--- config.mk ---
export PLATFORM = sky130hd
export DESIGN_NAME = reg_write_arbiter
export DESIGN_NICKNAME = d
export VERILOG_FILES = /design/src/rtl/reg_write_arbiter.sv
export SDC_FILE = /design/constraint.sdc
export NUM_CORES = 1
export LEC_CHECK = 0
export ABC_AREA = 1
export CAP_MARGIN = 20
export CELL_PAD_IN_SITES_DETAIL_PLACEMENT = 1
export CELL_PAD_IN_SITES_GLOBAL_PLACEMENT = 1
export CORE_UTILIZATION = 30
export CTS_CLUSTER_SIZE = 14
export DETAILED_ROUTE_END_ITERATION = 7
export GPL_TIMING_DRIVEN = 1
export PLACE_DENSITY_LB_ADDON = 0.1
export SYNTH_ARGS = -nofsm -noshare
export SYNTH_HDL_FRONTEND = slang
export SYNTH_SLANG_ARGS = --single-unit
--- constraint.sdc ---
create_clock -name CLK -period 1.5 [get_ports CLK]
set_input_delay 0.15 -clock CLK [delete_from_list [all_inputs] [get_ports CLK]]
set_output_delay 0.15 -clock CLK [all_outputs]
set_load 0.02 [all_outputs]
--- src/rtl/reg_write_arbiter.sv ---
// Write-port arbiter for the 8x8 register file: two level-held requesters and a built-in clear sequencer.
// Optional feature: define REG_ARB_RR_EN for round-robin arbitration (fixed priority to requester 0 otherwise).
module reg_write_arbiter #(
    parameter int DATA_W = 8,
    parameter int ADDR_W = 3
) (
    input  logic              CLK,
    input  logic              RESET,
    input  logic              REQ0,
    input  logic [ADDR_W-1:0] ADDR0,
    input  logic [DATA_W-1:0] DATA0,
    input  logic              REQ1,
    input  logic [ADDR_W-1:0] ADDR1,
    input  logic [DATA_W-1:0] DATA1,
    output logic              GNT0,
    output logic              GNT1,
    input  logic              CLR_REQ,
    output logic              CLR_DONE,
    output logic              WRITE,
    output logic [ADDR_W-1:0] INADDRESS,
    output logic [DATA_W-1:0] IN,
    output logic              BUSY
);

    typedef enum logic {
        ST_IDLE  = 1'b0,
        ST_CLEAR = 1'b1
    } state_t;

    state_t              r_state, w_state_next;
    logic [ADDR_W-1:0]   r_cnt, w_cnt_next;
    logic                r_gnt0, w_gnt0_next;
    logic                r_gnt1, w_gnt1_next;
    logic                r_write, w_write_next;
    logic [ADDR_W-1:0]   r_addr, w_addr_next;
    logic [DATA_W-1:0]   r_data, w_data_next;
    logic                r_busy, w_busy_next;
    logic                r_done_pend, w_done_pend_next;
    logic                r_clr_done, w_clr_done_next;

    // A request is still visible during its own grant cycle; masking it avoids a double write.
    logic w_elig0, w_elig1, w_win0, w_win1;
    assign w_elig0 = REQ0 & ~r_gnt0;
    assign w_elig1 = REQ1 & ~r_gnt1;

`ifdef REG_ARB_RR_EN
    logic r_rr_ptr, w_rr_ptr_next;

    assign w_win0 = w_elig0 & (~w_elig1 | ~r_rr_ptr);
    assign w_win1 = w_elig1 & ~w_win0;

    always_ff @(posedge CLK) begin
        if (RESET) begin
            r_rr_ptr <= 1'b0;
        end else begin
            r_rr_ptr <= w_rr_ptr_next;
        end
    end

    always_comb begin
        w_rr_ptr_next = r_rr_ptr;
        if (r_state == ST_IDLE && !CLR_REQ) begin
            if (w_win0) begin
                w_rr_ptr_next = 1'b1;
            end else if (w_win1) begin
                w_rr_ptr_next = 1'b0;
            end
        end
    end
`else
    assign w_win0 = w_elig0;
    assign w_win1 = w_elig1 & ~w_elig0;
`endif

    always_ff @(posedge CLK) begin
        if (RESET) begin
            r_state     <= ST_IDLE;
            r_cnt       <= '0;
            r_gnt0      <= 1'b0;
            r_gnt1      <= 1'b0;
            r_write     <= 1'b0;
            r_addr      <= '0;
            r_data      <= '0;
            r_busy      <= 1'b0;
            r_done_pend <= 1'b0;
            r_clr_done  <= 1'b0;
        end else begin
            r_state     <= w_state_next;
            r_cnt       <= w_cnt_next;
            r_gnt0      <= w_gnt0_next;
            r_gnt1      <= w_gnt1_next;
            r_write     <= w_write_next;
            r_addr      <= w_addr_next;
            r_data      <= w_data_next;
            r_busy      <= w_busy_next;
            r_done_pend <= w_done_pend_next;
            r_clr_done  <= w_clr_done_next;
        end
    end

    always_comb begin
        w_state_next     = r_state;
        w_cnt_next       = r_cnt;
        w_gnt0_next      = 1'b0;
        w_gnt1_next      = 1'b0;
        w_write_next     = 1'b0;
        w_addr_next      = r_addr;
        w_data_next      = r_data;
        w_busy_next      = 1'b0;
        w_done_pend_next = 1'b0;
        // Done is reported one cycle after the last clear write, alongside any grant issued then.
        w_clr_done_next  = r_done_pend;
        case (r_state)
            ST_IDLE: begin
                if (CLR_REQ) begin
                    w_state_next = ST_CLEAR;
                    w_cnt_next   = '0;
                end else if (w_win0) begin
                    w_gnt0_next  = 1'b1;
                    w_write_next = 1'b1;
                    w_addr_next  = ADDR0;
                    w_data_next  = DATA0;
                end else if (w_win1) begin
                    w_gnt1_next  = 1'b1;
                    w_write_next = 1'b1;
                    w_addr_next  = ADDR1;
                    w_data_next  = DATA1;
                end
            end
            ST_CLEAR: begin
                w_write_next = 1'b1;
                w_busy_next  = 1'b1;
                w_addr_next  = r_cnt;
                w_data_next  = '0;
                w_cnt_next   = r_cnt + 1'b1;
                if (r_cnt == {ADDR_W{1'b1}}) begin
                    w_state_next     = ST_IDLE;
                    w_done_pend_next = 1'b1;
                end
            end
            default: begin
                w_state_next = ST_IDLE;
            end
        endcase
    end

    assign GNT0      = r_gnt0;
    assign GNT1      = r_gnt1;
    assign WRITE     = r_write;
    assign INADDRESS = r_addr;
    assign IN        = r_data;
    assign BUSY      = r_busy;
    assign CLR_DONE  = r_clr_done;

endmodule

## Word level (Yosys, flattened, before mapping)

Index checks and enable logic that the tools add are counted.

| storage, ports and cells | value |
|---|---|
| bits in read-only memories | 0 |
| bits in registers | 21 |
| logic and storage cells | 46 |
| input port bits | 27 |
| memories | 0 |
| memory bits (writable) | 0 |
| bits in latches | 0 |

| cells by class | value |
|---|---|
| magnitude comparators | 0 |
| shifts and indexed selects | 0 |
| bitwise operators | 7 |
| equality and inequality tests | 4 |
| reduce and logical (&&, ||, !) cells | 4 |
| $mul | 0 |
| multiplexer cells | 20 |
| add/sub/neg operators | 1 |
| div/mod/pow operators | 0 |

Operators with widths:

| kind | number |
|---|---|
| 8-bit 2-to-1 mux | 3 |
| 8-bit case mux with 2 select lines | 1 |
| 3-bit 2-to-1 mux | 4 |
| 3-bit case mux with 2 select lines | 2 |
| 1-bit 2-to-1 mux | 8 |
| 2-bit != test, second input constant | 2 |
| 1-bit NOT | 4 |
| 1-bit case mux with 2 select lines | 2 |
| 4-bit OR reduction | 1 |
| 3-bit by 1-bit adder with 3-bit output, second input constant | 1 |
| 1-bit bitwise AND | 3 |
| 3-bit == test, second input constant | 1 |
| 3-bit != test, second input constant | 1 |
| 3-bit OR reduction | 1 |
| 2-bit AND reduction | 1 |
| 2-bit OR reduction | 1 |

## Longest topological paths before layout

Gate-level depths: netlist (run 1).

| logic depth | value |
|---|---|
| depth after elaboration | 8 |
| gate-level depth with buffers | 8 |
| mapped depth without buffers | 8 |

## Least setup slack after synthesis (run 1)

Ideal clock, no wire load.

| timing | value |
|---|---|
| path type | reg-to-reg |
| from | reg r_gnt0 (netlist: GNT0) |
| to | reg r_addr[2] (netlist: INADDRESS[2]) |
| period minus slack after synthesis | 1.180 ns |
| slack | 0.320 ns |
| library setup time | 0.112 ns |
| cell stages (with the launch flop) | 9 |
| arrival | 1.068 ns |
| data required time | 1.388 ns |
| cell sequence | dfxtp_1 -> inv_2 -> nand2_2 -> buf_2 -> nand2_1 -> nand3_1 -> nand2_1 -> nand2_1 -> nand2_1 |

| between the ends | value |
|---|---|
| word-level cells in the longest chain between the ends | 6 |
| elaborated cells on any way between the ends | 9 |
| those cells by class | eq/ne: 1; mux: 3; bitwise: 4; reduce/logical: 1 |

RTL lines:

| what | RTL line | source |
|---|---|---|
| start: declaration | 32 | `logic r_gnt0, w_gnt0_next;` |
| start signal: assignment | 90 | `r_gnt0 <= w_gnt0_next;` |
| 1-bit NOT * | 43 | `assign w_elig0 = REQ0 & ~r_gnt0;` |
| 1-bit bitwise AND * | 43 |  |
| 1-bit NOT | 72 | `assign w_win1 = w_elig1 & ~w_elig0;` |
| 1-bit bitwise AND | 72 |  |
| 3-bit != test (no line) | - |  |
| 2-bit AND reduction (no line) | - |  |
| end signal: assignment | 93 | `r_addr <= w_addr_next;` |
| end: declaration | 35 | `logic [ADDR_W-1:0] r_addr, w_addr_next;` |

Every way passes the cells marked *; elsewhere a longest branch is shown, timed or not. The select of a mux whose other input is x is not followed.
A chain may end at the register's enable or synchronous reset.

## Final worst setup path (run 1)

| timing | value |
|---|---|
| from | reg r_gnt1 (netlist: GNT1) |
| to | out GNT1 |

RTL lines:

| what | RTL line | source |
|---|---|---|
| start: declaration | 33 | `logic r_gnt1, w_gnt1_next;` |
| start signal: assignment | 91 | `r_gnt1 <= w_gnt1_next;` |
| end: declaration | 16 | `output logic GNT1,` |

No word-level cell between the ends.

==> results of run 1 <==
-- power breakdown --
group          internal [uW]  switching [uW]  total [uW]
clock network           99.6             188         287
logic                    161             162         323
registers                593            20.1         613
total                    853             370        1220
-- flip-flops by register name, summed over array words and instances (netlist names) --
name         count
IN               8
INADDRESS        3
r_cnt            3
BUSY             1
CLR_DONE         1
GNT0             1
GNT1             1
WRITE            1
r_done_pend      1
r_state          1
-- metrics by stage --
| step | setup slack [ns] | utilization |
|---|---|---|
| 2_1_floorplan | 0.320 | - |
| 3_3_place_gp | 0.0367 | 0.479 |
| 3_5_place_dp | -0.0353 | 0.479 |
| 4_1_cts | 0.0253 | 0.488 |
| 5_1_grt | 0.00477 | 0.488 |
| 6_report | 0.0574 | 0.488 |
-- layer usage --
| metal | vias to the layer above | routed length (um) | track usage |
|---|---|---|---|
| li1 | 542 | - | - |
| met1 | 461 | 1280 | 0.210 |
| met2 | 28 | 1290 | 0.301 |
| met3 | 2 | 136 | 0.0281 |
| met4 | 0 | 17 | 0.0399 |
| met5 | - | 0 | 0 |
-- synthesized netlist by cell type, drive strengths merged --
master,count
inv,30
a21oi,2
nand2,59
nor3,1
dfxtp,21
nand3,16
nor2,5
nand3b,3
ha,2
buf,2
o21ai,8
-- area by class of cell --
| type | count | area, um^2 | share of cell area |
|---|---|---|---|
| Multi-Input combinational cell | 96 | 467 | 0.305 |
| Timing Repair Buffer | 45 | 445 | 0.292 |
| Sequential cell | 21 | 420 | 0.275 |
| Inverter | 30 | 113 | 0.0737 |
| Tap cell | 44 | 55.1 | 0.0360 |
| Clock buffer | 3 | 22.5 | 0.0147 |
| Clock inverter | 1 | 5.00 | 0.00328 |
-- cell families (layout without fill, tap and decap cells) --
family / Yosys count / after routing / synth area share
compound gates: 10 / 10 / 0.0603
fa+ha+maj: 2 / 2 / 0.0246
buf+inv: 32 / 79 / 0.127
flops: 21 / 21 / 0.414
simple gates: 84 / 84 / 0.374
-- worst paths after layout --
path                                 end  slack (ns)  depth (start not counted)         from
worst min register to register  CLR_DONE        0.42                          2  r_done_pend
worst max register to register     IN[6]        0.20                          6         GNT0
worst max-delay path                GNT1        0.06                          1         GNT1
worst min-delay path            CLR_DONE        0.42                          2  r_done_pend
-- layout by cell type (no fill, tap or decap), drive strengths merged --
master,n
clkdlybuf4s50,41
nor2,5
nand3b,3
buf,3
a21oi,2
nand3,16
clkbuf,3
o21ai,8
dfxtp,21
clkinv,1
inv,30
nor3,1
dlymetal6s2s,1
ha,2
nand2,59
==> impl_results.md, run 1 <==
* Final Instance Area at 0.00153 mm^2
* Maximum clock rate at 693 MHz
* CP startpoint kind: register
* Total power draw at between 1000 and 1500 uW
* Max stage delay on crit path at slightly above 0.6 ns
* Worst Skew at between 0.0015 and 0.002 ns
* Final setup fails at 0
* Routed via count at ~1,000
* Syn Inst Count at 149
* Syn Nets at approximately 180
* Via density at 4.30
* Setup tns final at 0 ns
* Placement Rows at 20
* DRT Wirelength at between 2 and 3 mm
* Sequential element share of the synthesized area at 0.414
* Vias in the first global route at roughly 1,100
* CP Data Required Time at approximately 1.4 ns
* Total CTS buffers at 3
* Clk buf depth at 2
* GPL Wtd Cong at between 0.7 and 0.8
* Drt wl/cell at 11.4 um
* Synth Register Bits at 21
* Final antenna-violating net count at 0
* Clock sinks at 21
* Worst EP arrival at 1.29 ns
* Fin. max-slew vios at 0
* Fin nets at 226
* PD cells at roughly 800 mW/mm^2
* First drt pass iteration count at 4
* Worst slew pin tran at ~0.32 ns
* Remaining Overflow, GRT at 0
* Initial core utilization at 0.325
* Chip width at between 60 and 70 um
* 1st-iter DRT viols at 39
* Initial antenna violation count at 0
* DRC viols at 0
* CP Capture Type: output port
* Worst-path fanout max at 2
* CP Class: reg -> out
* Non-filler cells, final at 240
* Worst-path clk slew at about 0.13 ns
* TritonCTS clock tree: built
* Dominant cell type by area after synthesis: dfxtp_1
* P&R area growth vs syn at 50.4%
* Worst skew pair latency at approximately 0.31 ns
* Placed Cells at 236
* Buffers & Inverters on Critical Path at 1
* Boundary pin count at 43
* Top delay family on crit path: buffers and inverters
* Pleak at 0.000760 uW
* Core area at 0.00313 mm^2
* Worst min path class: reg -> reg
* Hold Slack at roughly 0.42 ns
* Total of max-cap violations at 0
* Final hold vios at 0
* Post-DP Area at about 0.0015 mm^2
* First-pass GRT wire length at approximately 4.6 mm
* CP Cell Sequence: clkdlybuf4s50_1
* GRT Overall Usage at 0.169
* Resized Gates After CTS at 0
* Synthesized area per cell at around 6.8 um^2
* Yosys top cell area share at 0.414
* RSZ-0062 raised after global routing: no
* Worst vdd ir at ~0.00028 V
* Root buf cell: clkbuf_4
* Yosys cell types at 18
* Fin crit period at approximately 1.4 ns
* Slowest cell on crit path: clkdlybuf4s50_1
* Die area at between 0.003 and 0.004 mm^2
* Synth area leaders: dfxtp_1 41%, nand2_1 21%, inv_1 9.6%
* Post-CTS Hold Buffers at 0
* Max H-tree Level at 1
* Synthesized area at 0.00102 mm^2
* DP HPWL at 2.12 mm
* Layout cells sized above 1 at 0.0969
* Status: completed
* Inserted Diodes at 0
* Synth Warn # at 0
* Pin count of the biggest net entering global routing at 14
* Post-CTS Setup Inserts at 0
* Fillcell total at approximately 420
* Worst slew margin at 0.789
* Period utilization at 0.962
* Die boundary height at 60.2 um
* Port bufs at 42
No activity file was read; power rests on OpenSTA's default activity.
==> inputs of run 2 (changes only) <==
--- a/config.mk
+++ b/config.mk
@@ -13,7 +13,10 @@
 export CTS_CLUSTER_SIZE = 14
 export DETAILED_ROUTE_END_ITERATION = 7
 export GPL_TIMING_DRIVEN = 1
+export HOLD_SLACK_MARGIN = 0.1
 export PLACE_DENSITY_LB_ADDON = 0.1
+export RECOVER_POWER = 100
+export SKIP_LAST_GASP = 1
 export SYNTH_ARGS = -nofsm -noshare
 export SYNTH_HDL_FRONTEND = slang
 export SYNTH_SLANG_ARGS = --single-unit
==> impl_results.md, run 2 (synthesis gave the netlist of run 1 again) <==
* Clock sinks at 21
* Pleak at 0.000737 uW
* DRT Wirelength at roughly 2.7 mm
* CP Data Required Time at roughly 1.4 ns
* Vias in the first global route at between 1,000 and 1,500
* Worst min path class: reg -> reg
* Fin. max-slew vios at 0
* Maximum clock rate at slightly below 700 MHz
* Final hold vios at 0
* Placed Cells at 236
* Chip width at around 60 um
* Max stage delay on crit path at 0.62 ns
* TritonCTS clock tree: built
* Commonest non-fill, non-tap cells in the layout: 56 x nand2_1, 40 x clkdlybuf4s50_1, 27 x inv_1
* Status: completed
* Fin nets at between 200 and 250
* DP HPWL at around 2.1 mm
* Final setup fails at 0
* Slowest cell on crit path: clkdlybuf4s50_1
* Total of max-cap violations at 0
* Final Instance Area at 0.00151 mm^2
* First drt pass iteration count at 4
* 1st-iter DRT viols at ~40
* Layout cells sized above 1 at 0.0816
* Fin crit period at 1.44 ns
* First-pass GRT wire length at about 4.6 mm
* Routed via count at roughly 1,000
* RSZ-0062 raised after global routing: no
* Worst slew margin at 0.700
* Register Area at approximately 420 um^2
* Initial core utilization at 0.325
* Worst Skew at ~0.0036 ns
* DRC viols at 0
* Setup tns final at 0 ns
* Worst slew pin tran at 0.450 ns
* Root buf cell: clkbuf_4
* CP startpoint kind: register
* Top delay family on crit path: buffers and inverters
* Period utilization at 0.959
* Worst vdd ir at roughly 0.00028 V
* Worst-path clk slew at about 0.13 ns
* Fillcell total at around 420
* Die boundary height at roughly 60 um
* Initial antenna violation count at 0
* Final antenna-violating net count at 0
* Non-filler cells, final at 240
* Max H-tree Level at 1
* GPL Wtd Cong at around 0.73
* Placement Rows at 20
* Pin count of the biggest net entering global routing at 14
* Leading cell type in the layout, fill and taps excluded: nand2_1
* Inserted Diodes at 0
* Area of the multi-input gates at about 460 um^2
* CP Class: reg -> out
* Remaining Overflow, GRT at 0
* CP Capture Type: output port
* Die area at about 0.0036 mm^2
* Largest register FFs at 8
* Clk buf depth at 2
* Total power draw at between 1000 and 1500 uW
* GRT Overall Usage at 0.169
* Post-DP Area at roughly 0.0015 mm^2
* Post-CTS Setup Inserts at 0
* Core area at between 0.003 and 0.004 mm^2
* Worst-path fanout max at 2
* Buffers & Inverters on Critical Path at 1
* Via density at roughly 4.3
* PD cells at around 800 mW/mm^2
* Worst EP arrival at 1.29 ns
* Total CTS buffers at 3
* Worst skew pair latency at slightly above 0.3 ns
* P&R area growth vs syn at 48.6%
* Boundary pin count at 43
* CP Cell Sequence: clkdlybuf4s50_1
* Drt wl/cell at 11.3 um
* Port bufs at 42
-- run 2: report_power, final --
part / switching [uW] / internal, uW / total [uW]
registers: 20.0 / 592 / 612
clock network: 184 / 99.6 / 283
logic: 159 / 156 / 315
-- run 2: layer usage --
metal	wire length, um	up-vias	share of wire	global-route usage
li1	-	543	-	-
met1	1270	461	0.47	0.210
met4	17	0	0.0063	0.0399
met5	0	-	0	0
met2	1290	26	0.48	0.301
met3	139	2	0.051	0.0281
-- run 2: timing repair --
| item | in CTS | in global routing |
|---|---|---|
| endpoints found under the setup margin | 0 | 1 |
| hold buffers | 0 | 0 |
| endpoints found under the hold margin | 0 | 0 |
| gates resized for setup | 0 | 1 |
-- run 2: area by class of cell --
type | count | area share
Clock buffer | 3 | 0.0149
Inverter | 30 | 0.0746
Multi-Input combinational cell | 96 | 0.306
Tap cell | 44 | 0.0365
Timing Repair Buffer | 45 | 0.287
Clock inverter | 1 | 0.00331
Sequential cell | 21 | 0.278
-- run 2: path summary, 6_finish.rpt --
check	from	endpoint	depth (start not counted)	slack (ns)
worst min register to register	r_done_pend	CLR_DONE	2	0.42
worst max register to register	r_state	INADDRESS[0]	6	0.13
worst min-delay path	r_done_pend	CLR_DONE	2	0.42
worst max-delay path	GNT1	GNT1	1	0.06
-- run 2: metrics by stage --
stage	setup slack, ns	utilization	hold slack (ns)
floorplan	0.320	-	0.221
global placement	0.0367	0.479	0.390
detailed placement	-0.0353	0.479	0.404
CTS	0.0253	0.488	0.423
global route	0.00477	0.483	0.433
finish	0.0617	0.483	0.417
